File: config.mk
export PLATFORM = sky130hd
export DESIGN_NAME = mmio_port_unit
export DESIGN_NICKNAME = d
export VERILOG_FILES = /design/src/rtl/mmio_port_unit.sv
export SDC_FILE = /design/constraint.sdc
export NUM_CORES = 1
export LEC_CHECK = 0
export ABC_AREA = 1
export BUFFER_PORTS_ARGS = -buffer_cell sky130_fd_sc_hd__buf_4
export CORE_UTILIZATION = 35
export DETAILED_ROUTE_END_ITERATION = 8
export GPL_TIMING_DRIVEN = 0
export PLACE_DENSITY_LB_ADDON = 0.2
export RECOVER_POWER = 50
export SLEW_MARGIN = 25
export SYNTH_ARGS = -nofsm -noshare
export SYNTH_HDL_FRONTEND = slang
export SYNTH_SLANG_ARGS = --single-unit
File: constraint.sdc
create_clock -name clk -period 2.5 [get_ports clk]
set_input_delay 0.625 -clock clk [delete_from_list [all_inputs] [get_ports clk]]
set_output_delay 0.625 -clock clk [all_outputs]
set_load 0.05 [all_outputs]
File: src/rtl/mmio_port_unit.sv
// Memory-mapped I/O port unit for the MEM stage: PortOut register, debounced
// PortIn register and a sticky change flag that is cleared by reading STATUS.
module mmio_port_unit #(
    parameter int               NBits           = 32,
    parameter int               IN_WIDTH        = 8,
    parameter int               DEBOUNCE_CYCLES = 4,
    parameter logic [NBits-1:0] PORT_OUT_ADDR   = 32'h1001_0024,
    parameter logic [NBits-1:0] PORT_IN_ADDR    = 32'h1001_0028,
    parameter logic [NBits-1:0] STATUS_ADDR     = 32'h1001_002C
) (
    input  logic                clk,
    input  logic                reset,
    input  logic                MemWrite,
    input  logic                MemRead,
    input  logic [NBits-1:0]    Address,
    input  logic [NBits-1:0]    WriteData,
    input  logic [IN_WIDTH-1:0] PortIn,
    output logic [NBits-1:0]    ReadData,
    output logic                IOSelect,
    output logic [NBits-1:0]    PortOut,
    output logic                InChanged
);

    localparam int CountWidth = $clog2(DEBOUNCE_CYCLES) + 1;
    localparam logic [CountWidth-1:0] CountLast = CountWidth'(DEBOUNCE_CYCLES - 1);

    logic                  selOut;
    logic                  selIn;
    logic                  selStatus;
    logic                  statusRead;

    logic [IN_WIDTH-1:0]   sync1;
    logic [IN_WIDTH-1:0]   sync2;
    logic [IN_WIDTH-1:0]   last;
    logic [IN_WIDTH-1:0]   stable;
    logic [IN_WIDTH-1:0]   stableNext;
    logic [CountWidth-1:0] count;
    logic [CountWidth-1:0] countNext;
    logic                  accept;
    logic                  changeFlag;
    logic                  changeFlagNext;

    // Full-width compare, so unaligned or aliased addresses never select the unit.
    assign selOut     = (Address == PORT_OUT_ADDR);
    assign selIn      = (Address == PORT_IN_ADDR);
    assign selStatus  = (Address == STATUS_ADDR);
    assign IOSelect   = selOut | selIn | selStatus;
    assign statusRead = MemRead & selStatus;
    assign InChanged  = changeFlag;

    always_comb begin
        ReadData = '0;
        if (MemRead) begin
            if (selOut) begin
                ReadData = PortOut;
            end else if (selIn) begin
                ReadData = NBits'(stable);
            end else if (selStatus) begin
                ReadData = NBits'(changeFlag);
            end
        end
    end

    always_ff @(posedge clk or posedge reset) begin
        if (reset) begin
            PortOut <= '0;
        end else if (MemWrite && selOut) begin
            PortOut <= WriteData;
        end
    end

    always_ff @(posedge clk or posedge reset) begin
        if (reset) begin
            sync1 <= '0;
            sync2 <= '0;
            last  <= '0;
        end else begin
            sync1 <= PortIn;
            sync2 <= sync1;
            last  <= sync2;
        end
    end

    // A sample that moved, or that matches what is already accepted, restarts the count.
    always_comb begin
        stableNext = stable;
        countNext  = count;
        accept     = 1'b0;
        if ((sync2 != last) || (sync2 == stable)) begin
            countNext = '0;
        end else if (count == CountLast) begin
            stableNext = sync2;
            countNext  = '0;
            accept     = 1'b1;
        end else begin
            countNext = count + CountWidth'(1);
        end
    end

    // Setting beats clearing so an acceptance coinciding with a STATUS read is not lost.
    always_comb begin
        changeFlagNext = changeFlag;
        if (accept) begin
            changeFlagNext = 1'b1;
        end else if (statusRead) begin
            changeFlagNext = 1'b0;
        end
    end

    always_ff @(posedge clk or posedge reset) begin
        if (reset) begin
            stable     <= '0;
            count      <= '0;
            changeFlag <= 1'b0;
        end else begin
            stable     <= stableNext;
            count      <= countNext;
            changeFlag <= changeFlagNext;
        end
    end

endmodule

**Yosys cells after proc, flatten, opt, wreduce, memory -nomap -nowiden**

Index checks and enable logic that the tools add are counted.

- Bits in registers: 68
- Bits in latches: 0
- RAM bits: 0
- Bits in read-only memories: 0
- Input bits: 76
- Output and inout port bits: 66
- Word-level logic and storage cells: 32
- Memories kept: 0

- Add/sub/neg operators: 1
- Multiply operators: 0
- Divide/modulo/power cells: 0
- Order comparisons: 0
- Equality and inequality tests: 6
- Shift operators: 0
- Muxes and demuxes: 10
- Bitwise operators: 4
- Reduce and logical (&&, ||, !) cells: 4

Operators with widths:

| operator | number |
|---|---|
| == test 32 x 29 -> 1 bit, second input constant | 3 |
| two-way mux 32 bit | 2 |
| == test 8 bit | 1 |
| two-way mux 8 bit | 1 |
| inequality test 8 bit | 1 |
| two-way mux 3 bit | 2 |
| two-way mux 1 bit | 5 |
| adder 3 x 1 -> 3 bit, second input constant | 1 |
| == test 3 x 2 -> 1 bit, second input constant | 1 |
| OR 1 bit | 2 |
| AND reduction 2 bit | 1 |
| nonzero test 2 bit | 1 |
| bitwise AND 1 bit | 1 |
| logical AND 1 bit | 1 |
| logical OR 1 bit | 1 |
| inverter 1 bit | 1 |

**Longest topological paths before layout**

- Depth in word-level cells: 5
- Mapped depth: 11
- Mapped depth without buffers: 10

**Worst setup path after synthesis**

Ideal clock, no wire load.

- Path type: in2out
- Start: input port Address[1]
- End: output port ReadData[0]
- Arrival: 2.083 ns
- Data required time: 1.875 ns
- Path slack: -0.208 ns
- Stages on the path: 8
- Buffers on the path: 0
- Path through: inv_1 -> nand2_1 -> or2_2 -> nor2_8 -> nand3_1 -> nand2_1 -> nor2_1 -> nor2_1

- Longest elaborated chain between the ends: 5
- Elaborated cells between the ends (all ways): 7

Ends and longest elaborated chain:

| element | line | RTL |
|---|---|---|
| start: declaration | 15 | `input logic [NBits-1:0] Address,` |
| == test 32 x 29 -> 1 bit | 46 | `assign selStatus = (Address == STATUS_ADDR);` |
| two-way mux 1 bit | 58 | `end else if (selStatus) begin` |
| two-way mux 8 bit | 56 | `end else if (selIn) begin` |
| two-way mux 32 bit (*) | 54 | `if (selOut) begin` |
| two-way mux 32 bit (*) | 53 | `if (MemRead) begin` |
| end: declaration | 18 | `output logic [NBits-1:0] ReadData,` |

Every way passes the cells marked *; elsewhere a longest branch is shown, timed or not.

**Worst setup path in the final report**

- Start: input port Address[25]
- End: output port ReadData[19]

- Longest elaborated chain between the ends: 3

Ends and longest elaborated chain:

| element | line | RTL |
|---|---|---|
| == test 32 x 29 -> 1 bit | 44 | `assign selOut = (Address == PORT_OUT_ADDR);` |
| two-way mux 32 bit | 54 |  |
| two-way mux 32 bit | 53 |  |

No other way between the ends.

==> flow_metrics.env <==
export IMPL_fillers=881
export IMPL_required_ns=1.88
export IMPL_p_sw_share_pct=21.9
export IMPL_yosys_warnings=0
export IMPL_numCtsBuffers=9
export IMPL_cpMostUsedCell="nor2_4"
export IMPL_coreArea_um2=9370
export IMPL_p_sw_uw=511
export IMPL_synth_edf_count=0
export IMPL_path_class="input pin to output port"
export IMPL_via_count=3157
export IMPL_p_per_area_nw_per_um2=435
export IMPL_row_count=35
export IMPL_async_reset_ff_share_pct=100
export IMPL_slowest_delay_ns=0.24
export IMPL_ys_ff_latch=68
export IMPL_crit_chain="buf_6 -> nor2_4 -> and2_4 -> nand2_2 -> nor2_4 -> inv_4 -> nor2_8 -> nand3_4 -> clkbuf_16 -> nor2_4 -> buf_6"
export IMPL_synth_seq_area_share_pct=49.4
export IMPL_cp_startpoint="Address[25]"
export IMPL_setup_viol=32
export IMPL_cts_buffer_depth=2
export IMPL_yosysUniqueCellTypes=28
export IMPL_grt_max_degree=48
export IMPL_p_int_mw=1.82
export IMPL_chipHeight_um=101
export IMPL_rr_worst_depth=7
export IMPL_place_hpwl_um=6440
export IMPL_path_delay_family="simple AND/OR/NAND/NOR gates"
export IMPL_pre_cts_slack_ns=-0.262
export IMPL_post_route_period_util_pct=105
export IMPL_drive_above_1_share_pct=44.7
export IMPL_fin_crit_ns=2.62
export IMPL_path_buf_inv=4
export IMPL_final_core_util_pct=57.1
export IMPL_clkSlewWorstSetupHoldPaths_ns=0.07
export IMPL_place_inst=672
export IMPL_grt_met3_usage_pct=5.73
export IMPL_netlist_instances=403
export IMPL_rsz0062_at_grt="true"
export IMPL_worstReg2RegStart="sync2[0]$_DFF_PP0_"
export IMPL_gr_total_overflow=0
export IMPL_cts_htree_levels=3
export IMPL_wirelength_um=8920
export IMPL_io_pins=142
export IMPL_slew_viol_final=0
export IMPL_maxSlewHeadroom_pct=24.2
export IMPL_wl_per_cell_um=12.8
export IMPL_syn_area_per_cell_um2=8.54
export IMPL_syn_area_um2=3440
export IMPL_fin_skew_ns=0.00505
export IMPL_start_util_pct=36.7
export IMPL_die_area_um2=10200
export IMPL_path_depth=11
export IMPL_die_w_um=101
export IMPL_antenna_found_initial=0
export IMPL_fin_ws_ns=-0.121
export IMPL_cp_arrival_ns=2.00
export IMPL_use_met1_pct=22.4
export IMPL_violations="negative setup slack"
export IMPL_tritoncts="yes"
export IMPL_status="finished with violations"
export IMPL_comb_power_share_pct=8.3
export IMPL_worst_path_max_fanout=6
export IMPL_sequentialPowerShare_pct=48.6
export IMPL_peakVddDrop_v=0.000279
export IMPL_ys_flop_type="dfrtp_1"
export IMPL_reg2reg_slack_ns=1.00
export IMPL_max_cap_violations=0
export IMPL_worstMarginPinSlew_ns=1.14
export IMPL_busiest_layer="met2"
export IMPL_clkPwrFrac_pct=43.0
export IMPL_area_delta_synth_final_pct=55.6
export IMPL_avgViaCountPerCell=4.53
export IMPL_clk_latency_ns=0.33
export IMPL_nets=640
export IMPL_grt_use_met2_pct=28.6
export IMPL_critPathSlowestCell="clkbuf_16"
export IMPL_hp_class="flop to flop"
export IMPL_fin_cells=697
export IMPL_final_hold_violation_count=0
export IMPL_crit_end="ReadData[19]"
export IMPL_regToRegEndpoint="stable[4]$_DFFE_PP0P_"
export IMPL_fin_total_pwr_mw=2.33
export IMPL_ant_nets=0
export IMPL_cp_start_kind="input pin"
export IMPL_endpoint_kind="output port"
export IMPL_grt_pass1_vias=3024
export IMPL_p_leak_nw=2.66
export IMPL_drt_iter0_markers=116
export IMPL_drtPass1Iterations=4
export IMPL_cts_root_buf="clkbuf_8"
export IMPL_grt_pass1_wl_um=14000
export IMPL_clock_fmax_mhz=382
export IMPL_num_antenna_cells=0
export IMPL_track_usage_pct=17.7
export IMPL_tns_ns=-2.70
export IMPL_syn_nets=480
export IMPL_port_buffers=139
export IMPL_place_congestion=0.787
export IMPL_clock_sinks=68
export IMPL_drc=0
[worst min-delay path by stage]
stage	depth (start not counted)	end	slack, ns	start
detailed placement	0	sync2[0]$_DFF_PP0_	0.33	sync1[0]$_DFF_PP0_
finish	0	sync2[3]$_DFF_PP0_	0.35	sync1[3]$_DFF_PP0_
CTS	2	PortOut[22]$_DFFE_PP0P_	0.24	reset
global placement	0	sync2[6]$_DFF_PP0_	0.33	sync1[6]$_DFF_PP0_
floorplan	0	sync2[0]$_DFF_PP0_	0.33	sync1[0]$_DFF_PP0_
global route	0	sync2[7]$_DFF_PP0_	0.36	sync1[7]$_DFF_PP0_
[final cells by class]
class	count	area [µm²]	area share [%]
Timing Repair Buffer	149	1380	25.7
Multi-Input combinational cell	262	1570	29.2
Clock buffer	11	141	2.64
Clock inverter	5	85.1	1.59
Tap cell	129	161	3.01
Sequential cell	68	1700	31.8
Inverter	57	218	4.07
Buffer	16	104	1.94
[worst reg2reg max path, delay by kind of cell, from the launching register on]
| family | cells | cell delay (ns) |
|---|---|---|
| AND/OR/NAND/NOR | 6 | 0.79 |
| flip-flops | 1 | 0.43 |
| XOR/XNOR | 1 | 0.16 |
[kinds of logic (layout without fill, tap and decap cells)]
kind of cell	Yosys count	count (layout)	share of synthesized area, %
adder cells (fa/ha/maj)	1	1	0.363
XOR/XNOR	16	16	4.07
flip-flops	68	68	49.4
AND/OR/NAND/NOR	243	243	36.5
buffers and inverters	73	238	9.31
AO/OA/AOI/OAI	2	2	0.291
[state kept, by name (all words and copies together) (netlist names)]
name	count
InChanged	1
PortOut	32
count	3
last	8
stable	8
sync1	8
sync2	8
[layer usage]
layer / up-vias / routed length [µm]
met5: - / 0
met4: 0 / 108
met3: 10 / 719
met2: 110 / 4280
met1: 1476 / 3810
li1: 1561 / -
[per-stage QoR]
| step | hold WS [ns] | area [µm²] |
|---|---|---|
| CTS | 0.243 | 5220 |
| detailed placement | 0.335 | 4680 |
| floorplan | 0.331 | 3440 |
| global route | 0.358 | 5360 |
| finish | 0.350 | 5360 |
| global placement | 0.334 | 4650 |
[power groups by stage]
stage | combinational, mW | clock (mW) | sequential (mW)
final | 0.194 | 1.00 | 1.13
after global routing | 0.214 | 1.08 | 1.14
after CTS | 0.188 | 1.04 | 1.13
after detailed placement | 0.180 | 0 | 1.15
after global placement | 0.171 | 0 | 1.15
after floorplan | 0.0691 | 0 | 1.15
[cells in the mapped netlist (2+ instances only)]
cell / instances / area, µm²
buf_12: 2 / 40.0
buf_2: 8 / 40.0
clkbuf_1: 4 / 15.0
dfrtp_1: 68 / 1700
inv_1: 52 / 195
inv_2: 3 / 11.3
nand2_1: 117 / 439
nand2_2: 2 / 12.5
nand3_1: 46 / 230
nand4_1: 16 / 100
nor2_1: 28 / 105
nor2_2: 3 / 18.8
nor2_4: 22 / 248
nor2_8: 2 / 40.0
nor3_1: 2 / 10.0
o21ai_0: 2 / 10.0
xnor2_1: 12 / 105
xor2_1: 4 / 35.0
[what timing repair did]
item                                    4_1_cts  5_1_grt
hold buffers                                  0        0
buffers inserted                              6        1
gates cloned                                  1        1
pin swaps                                    11       19
gates resized for setup                      72       42
endpoints found under the hold margin         0        0
endpoints found under the setup margin       33       33
[cells in the final DEF (no fill, tap or decap), types with 2 or more instances in the layout]
cell	Yosys	layout
buf_12	2	2
buf_2	8	8
buf_4	0	88
buf_6	0	38
buf_8	0	11
bufinv_16	0	2
clkbuf_1	4	5
clkbuf_2	1	2
clkbuf_4	0	9
clkbuf_8	0	10
clkinv_4	0	2
dfrtp_1	68	68
inv_1	52	39
inv_2	3	15
nand2_1	117	105
nand2_2	2	14
nand3_1	46	39
nand3_2	0	7
nand4_1	16	16
nor2_1	28	18
nor2_2	3	3
nor2_4	22	32
nor2_8	2	2
nor3_1	2	2
xnor2_1	12	12
xor2_1	4	4
(Power assumes the default switching activity.)
